**src/rtl/uart_rx.sv**
```systemverilog
// UART receiver: 2-flop synchronised rx, mid-bit sampling, 7/8 data bits, optional parity,
// 1/2 stop bits; one-cycle valid strobe with parity and framing error flags.
module uart_rx #(
   parameter int unsigned CLK_FREQ = 100000000
) (
   input  logic       clk,
   input  logic       rst,
   input  logic       en,
   input  logic [2:0] baud_rate,
   input  logic       data_size,
   input  logic       parity_en,
   input  logic [1:0] parity_mode,
   input  logic       stop_bit_size,
   input  logic       rx,
   output logic [7:0] data,
   output logic       valid,
   output logic       parity_error,
   output logic       frame_error,
   output logic       busy
);

   localparam int unsigned MaxDiv = CLK_FREQ / 9600;
   localparam int unsigned CntW   = $clog2(MaxDiv + 1);

   function automatic logic [CntW-1:0] baud_div(input logic [2:0] code);
      int unsigned baud;
      case (code)
         3'd0:    baud = 9600;
         3'd1:    baud = 19200;
         3'd2:    baud = 38400;
         3'd3:    baud = 57600;
         3'd4:    baud = 115200;
         3'd5:    baud = 230400;
         3'd6:    baud = 460800;
         default: baud = 921600;
      endcase
      return CntW'(CLK_FREQ / baud);
   endfunction

   typedef enum logic [2:0] {
      StIdle, StStart, StData, StParity, StStop1, StStop2, StWaitHigh
   } state_e;

   state_e          state_q, state_d;
   logic [1:0]      sync_q;
   logic            rxs, rxs_prev_q;
   logic [CntW-1:0] cnt_q, cnt_d, div_q, half_m1, div_m1;
   logic [2:0]      bit_q, bit_d;
   logic [7:0]      shift_q, shift_d, word;
   logic            size8_q, par_en_q, stop2_q;
   logic [1:0]      par_mode_q;
   logic            perr_pend_q, perr_pend_d, ferr_pend_q, ferr_pend_d;
   logic [7:0]      data_q, data_d;
   logic            valid_q, valid_d, perr_q, perr_d, ferr_q, ferr_d;
   logic            start_det, tick, last_bit, complete, exp_par;

   assign rxs       = sync_q[1];
   assign start_det = en && (state_q == StIdle) && rxs_prev_q && !rxs;
   assign half_m1   = (div_q >> 1) - CntW'(1);
   assign div_m1    = div_q - CntW'(1);
   assign tick      = (state_q == StStart) ? (cnt_q == half_m1) : (cnt_q == div_m1);
   assign last_bit  = (bit_q == (size8_q ? 3'd7 : 3'd6));
   assign complete  = en && tick &&
                      (((state_q == StStop1) && !stop2_q) || (state_q == StStop2));

   // State and datapath registers
   always_ff @(posedge clk) begin
      if (rst) begin
         state_q     <= StIdle;
         sync_q      <= 2'b11;
         rxs_prev_q  <= 1'b1;
         cnt_q       <= '0;
         div_q       <= '0;
         bit_q       <= '0;
         shift_q     <= '0;
         size8_q     <= 1'b0;
         par_en_q    <= 1'b0;
         par_mode_q  <= 2'b00;
         stop2_q     <= 1'b0;
         perr_pend_q <= 1'b0;
         ferr_pend_q <= 1'b0;
         data_q      <= '0;
         valid_q     <= 1'b0;
         perr_q      <= 1'b0;
         ferr_q      <= 1'b0;
      end else begin
         state_q     <= state_d;
         sync_q      <= {sync_q[0], rx};
         rxs_prev_q  <= rxs;
         cnt_q       <= cnt_d;
         bit_q       <= bit_d;
         shift_q     <= shift_d;
         perr_pend_q <= perr_pend_d;
         ferr_pend_q <= ferr_pend_d;
         data_q      <= data_d;
         valid_q     <= valid_d;
         perr_q      <= perr_d;
         ferr_q      <= ferr_d;
         // Frame options are frozen for the whole frame
         if (start_det) begin
            div_q      <= baud_div(baud_rate);
            size8_q    <= data_size;
            par_en_q   <= parity_en;
            par_mode_q <= parity_mode;
            stop2_q    <= stop_bit_size;
         end
      end
   end

   always_comb begin
      state_d = state_q;
      if (!en) begin
         state_d = StIdle;
      end else begin
         case (state_q)
            StIdle:     if (start_det) state_d = StStart;
            StStart:    if (tick) state_d = rxs ? StIdle : StData;
            StData:     if (tick && last_bit) state_d = par_en_q ? StParity : StStop1;
            StParity:   if (tick) state_d = StStop1;
            StStop1: begin
               if (tick) begin
                  if (stop2_q) state_d = StStop2;
                  else         state_d = rxs ? StIdle : StWaitHigh;
               end
            end
            StStop2:    if (tick) state_d = rxs ? StIdle : StWaitHigh;
            StWaitHigh: if (rxs) state_d = StIdle;
            default:    state_d = StIdle;
         endcase
      end
   end

   always_comb begin
      word = size8_q ? shift_q : {1'b0, shift_q[7:1]};
      case (par_mode_q)
         2'b11:   exp_par = ~^word;
         2'b10:   exp_par = ^word;
         2'b01:   exp_par = 1'b1;
         default: exp_par = 1'b0;
      endcase

      cnt_d = cnt_q + CntW'(1);
      if (tick || (state_d != state_q) || (state_q == StIdle) || (state_q == StWaitHigh)) begin
         cnt_d = '0;
      end

      bit_d   = '0;
      shift_d = shift_q;
      if (state_q == StData) begin
         bit_d = tick ? bit_q + 3'd1 : bit_q;
         if (tick) shift_d = {rxs, shift_q[7:1]};
      end

      perr_pend_d = perr_pend_q;
      ferr_pend_d = ferr_pend_q;
      if (start_det) begin
         perr_pend_d = 1'b0;
         ferr_pend_d = 1'b0;
      end
      if ((state_q == StParity) && tick) perr_pend_d = (rxs != exp_par);
      if (((state_q == StStop1) || (state_q == StStop2)) && tick && !rxs) ferr_pend_d = 1'b1;

      valid_d = complete;
      data_d  = complete ? word : data_q;
      perr_d  = complete ? perr_pend_q : perr_q;
      ferr_d  = complete ? (ferr_pend_q | ~rxs) : ferr_q;
   end

   always_comb begin
      busy         = state_q inside {StStart, StData, StParity, StStop1, StStop2};
      data         = data_q;
      valid        = valid_q;
      parity_error = perr_q;
      frame_error  = ferr_q;
   end

endmodule

```
**config.mk**
```make
export PLATFORM = sky130hd
export DESIGN_NAME = uart_rx
export DESIGN_NICKNAME = d
export VERILOG_FILES = /design/src/rtl/uart_rx.sv
export SDC_FILE = /design/constraint.sdc
export NUM_CORES = 1
export LEC_CHECK = 0
export BUFFER_PORTS_ARGS = -buffer_cell sky130_fd_sc_hd__buf_2
export CAP_MARGIN = 20
export CORE_ASPECT_RATIO = 1.25
export CORE_MARGIN = 3
export CORE_UTILIZATION = 45
export CTS_CLUSTER_SIZE = 16
export DETAILED_ROUTE_END_ITERATION = 6
export PLACE_DENSITY_LB_ADDON = 0.05
export REMOVE_ABC_BUFFERS = 1
export SYNTH_ARGS = -nofsm -noshare
export SYNTH_HDL_FRONTEND = slang
export SYNTH_SLANG_ARGS = --single-unit
export TNS_END_PERCENT = 1
```
**constraint.sdc**
```tcl
create_clock -name clk -period 130 [get_ports clk]
set_clock_uncertainty 0.05 [all_clocks]
set_input_delay 26 -clock clk [delete_from_list [all_inputs] [get_ports clk]]
set_output_delay 26 -clock clk [all_outputs]
set_load 0.02 [all_outputs]
```
; Word-level counts from Yosys, hierarchy flattened
; Cells that the tools add are included.
[classes]
muxes = 23
div = 1
n_addsub = 4
magnitude_cmp = 0
n_bitwise = 3
n_shift = 0
n_mul = 0
n_eq_ne = 20
n_reduce_logical = 27
[ops]
columns = operator, n
row1 = one-hot mux 20 bit (7 select lines), 1
row2 = 2-to-1 mux 32 bit, 2
row3 = 2-to-1 mux 3 bit, 11
row4 = "divider 27 x 32 -> 32 bit, first input constant", 1
row5 = equality test 14 bit, 2
row6 = one-hot mux 3 bit (7 select lines), 1
row7 = "equality test 3 bit, second input constant", 6
row8 = "adder 14 x 1 -> 14 bit, second input constant", 1
row9 = "subtractor 13 x 1 -> 14 bit, second input constant", 1
row10 = "subtractor 14 x 1 -> 14 bit, second input constant", 1
row11 = "equality test 3 x 2 -> 1 bit, second input constant", 4
row12 = logical AND 1 bit, 10
row13 = 2-to-1 mux 8 bit, 1
row14 = XNOR reduction 8 bit, 1
row15 = parity 8 bit, 1
row16 = "equality test 3 x 1 -> 1 bit, second input constant", 2
row17 = zero test 3 bit, 2
row18 = logical OR 1 bit, 5
row19 = 2-to-1 mux 1 bit, 5
row20 = nonzero test 5 bit, 1
row21 = "equality test 2 bit, second input constant", 2
row22 = nonzero test 2 bit, 2
row23 = OR reduction 2 bit, 2
row24 = "adder 3 x 1 -> 3 bit, second input constant", 1
row25 = other kinds (10), 12
[word_totals]
register_bits = 63
latchBits = 0
in_bits = 12
out_inout_bits = 12
memories = 0
ram_bits = 0
mem_bits_ro = 0
elab_cells = 95

; Longest topological paths before layout
[logic_depth]
ltp_word = 12
ltp_mapped = 216
ltp_nobuf = 196

; Worst setup path before layout
; Ideal clock, no wire load.
[synth_path]
kind = input to register
start = input baud_rate[1]
end = register div_q[0]
setup_time_ns = 0.127
path_buffers = 23
arrival_ns = 63.232
t_required_ns = 129.823
path_slack_ns = 66.591
path_stages = 197
path_cell_list = buf_2 -> nor2b_1 -> clkbuf_1 -> nor3_4 -> inv_2 -> clkbuf_1 -> nand2_1 -> ha_1 -> nor3_1 -> a22oi_1 -> a31oi_2 -> clkbuf_1 -> nor2_1 -> or2_2 -> ha_1 -> nand4_1 -> a2111oi_2 -> or2_1 -> [161 not listed] -> a21o_1 -> a21o_1 -> a21oi_1 -> nor2b_1 -> o21ai_0 -> nand2b_1 -> a21oi_1 -> nor2b_1 -> o21ai_0 -> nand2b_1 -> a21oi_1 -> nor2b_1 -> o21ai_0 -> nand2b_1 -> a211oi_1 -> and4b_1 -> a41oi_1 -> or3_1
[synth_via]
elab_chain_len = 5
elab_cells_between_ends = 11
classes_between = 1 x div / 6 x eq/ne / 3 x mux / 1 x reduce/logical
[synth_rtl]
columns = element, line
row1 = start: declaration, 9  ; input logic [2:0] baud_rate,
row2 = equality test 3 bit (tied with other cells), 27  ; case (code)
row3 = one-hot mux 20 bit (7 select lines) *, 27
row4 = 2-to-1 mux 32 bit *, 100  ; if (start_det) begin
row5 = 2-to-1 mux 32 bit *, 68  ; if (rst) begin
row6 = divider 27 x 32 -> 32 bit *, 37  ; return CntW'(CLK_FREQ / baud);
row7 = end signal: assignment, 101  ; div_q <= baud_div(baud_rate);
row8 = end: declaration, 47  ; logic [CntW-1:0] cnt_q, cnt_d, div_q, half_m1, div_m1;
; Mark *: on every way between the ends. The rest lies on a longest branch, timed or not. The select of a mux whose other input is x is not followed.
; A chain may end at the register's enable or synchronous reset.

; Final worst setup path
; Ends and elaborated chain as after synthesis.

==> qor.csv <==
metric,value,unit
die_w,180,um
hpwlAfterDp,51400,um
track_usage,31.5,%
synth_commonest_cells,"272 x nor2_1, 254 x nand2_1, 220 x a21oi_1",
finalHoldViolations,0,
relSlewSlack,24.4,%
drt-wirelength-per-cell,22.5,um
holdWs,360,ps
area_growth,5.34,%
clk-insertion-delay-late,340,ps
hp-class,register to register,
synth_most_common_cell,nor2_1,
antenna_cells,0,
post_cts_buffers,0,
root_buffer,clkbuf_16,
synth.distinct_cells,124,
crit_type,input port to register,
via_per_inst,6.49,
yosys_most_used_dff,dfxtp_1,
placed_cells,2933,
layout_worst_path_cycle_share,52.6,%
cts.hold.buffers_added,0,
worst_ep_required_time,130180,ps
reg2reg_from,state_q[0],
place_ws,61810,ps
ctsResizeCount,0,
initial_core_util,45.7,%
slowest_delay,880,ps
dieArea,0.0404,sq mm
drc_errors,0,
synth_area_leaders,"ha_1 13%, dfxtp_1 7.4%, a21oi_1 6.4%, nor2_1 6.0%, xnor2_1 5.8%",
reg2regPathDepth,24,
drtAntennaViolNets,0,
cts_buffers,9,
hold_start,sync_q[0],
drive_gt1_share,7.92,%
grt_pass1_vias,18600,
grt_max_degree,49,
instances_no_fill,2949,
setup_tns,0,ps
firstDrtPassIters,7,
avgSynthCellArea,6.89,sq um
cp_max_fo,30,
ys_warn_count,0,
core,0.0374,sq mm
setup_viol,0,
drt_iter0_markers,1514,
antenna_found_initial,0,
synth_top_area_share,13.3,%
grt-ovfl-total,0,
globalplace.congestion,0.946,
whs_endpoint,sync_q[1],
critPathLaunchType,input port,
grt_setup_unrepaired,no,
end_kind,register,
die_h,224,um
fin_crit,68320,ps
drv_slew,0,
synthCells,2479,
cp.arrival,68500,ps
cp_slowest_cell,and2_0,
postSynth.asyncResetShare,0,%
cts_sinks,63,
num_rows,79,
layout_setup_ws,61680,ps
yosysTopAreaCell,ha_1,
final_nets,2652,
drv_cap,0,
num_vias,19100,
cts_tree,built,
htree_levels,3,
min_path_cells,1,
ios,24,
clock_path_buffers,2,
synth_area,0.0171,sq mm
max_freq,14.6,MHz
rr_endpoint,cnt_q[9],
ys_ff_latch,63,
cpMostUsedCell,ha_1,
seq_area_frac_synth,7.38,%
status,finished clean,
path_clk_slew,50,ps
grt_pass1_wl,103000,um
finalWirelength,66400,um
io_buffers,23,
synth_edf_count,0,
worstMarginPinSlew,1130,ps
rrSetupSlack,123890,ps
## through the flow
step | util [%] | instance area, sq um
after floorplan | - | 16700
after detailed placement | 47.4 | 17700
after CTS | 48.1 | 18000
final | 48.2 | 18000
after global routing | 48.2 | 18000
after global placement | 47.4 | 17700
## placed cells by master, fill, tap and decap left out, types with 64 or more instances in the layout
master / instances
nor3_1: 72
xnor2_1: 112
a21oi_1: 219
xor2_1: 64
nand3_1: 79
inv_1: 70
o21ai_0: 144
nor2_1: 271
nand2_1: 254
ha_1: 181
## critical path: cells and delay by family
family	cells	cell delay [ps]
compound gates	83	20440
xor+xnor	4	510
fa+ha+maj	18	6120
buf+inv	9	1810
mux	4	1490
simple gates	59	11970
## state kept, by name, summed over array words and instances, names as in the netlist
name,cells
ferr_pend_q,1
sync_q,2
valid,1
size8_q,1
frame_error,1
cnt_q,14
state_q,3
data,8
parity_error,1
par_en_q,1
rxs_prev_q,1
div_q,14
bit_q,3
perr_pend_q,1
shift_q,8
stop2_q,1
par_mode_q,2
## cell families after synthesis
group	after synthesis	synth area share, %
AND/OR/NAND/NOR	973	27.9
multiplexers	78	4.82
buffers and inverters	177	4.14
XOR/XNOR	178	9.21
AO/OA/AOI/OAI	827	33.3
flip-flops	63	7.38
other	2	0.0440
adder cells (fa/ha/maj)	181	13.3
## worst max path at each step
stage | from | endpoint | slack, ps | depth (start not counted)
CTS | baud_rate[2] | div_q[0] | 62100 | 176
global placement | baud_rate[2] | div_q[0] | 62730 | 175
floorplan | baud_rate[2] | div_q[0] | 66940 | 172
detailed placement | baud_rate[2] | div_q[0] | 61810 | 175
global route | baud_rate[2] | div_q[0] | 58020 | 181
finish | baud_rate[1] | div_q[0] | 61680 | 177
## final cells by class
class / instances / area, sq um
Multi-Input combinational cell: 2243 / 15200
Sequential cell: 63 / 1260
Timing Repair Buffer: 63 / 415
Clock buffer: 11 / 243
Tap cell: 486 / 608
Fill cell: 3951 / 19400
Clock inverter: 4 / 22.5
Inverter: 79 / 297
## routing by layer
layer / global-route usage, % / up-vias / share of wire [%]
met3: 2.63 / 243 / 4.6
met4: 19.4 / 0 / 6.7
met1: 36.2 / 9043 / 40
met5: 0 / - / 0
met2: 56.7 / 651 / 49
li1: - / 9201 / -
Power is left out: the tool's default activity adds up to more than one toggle a clock period on the data nets, which glitch-free logic cannot reach.
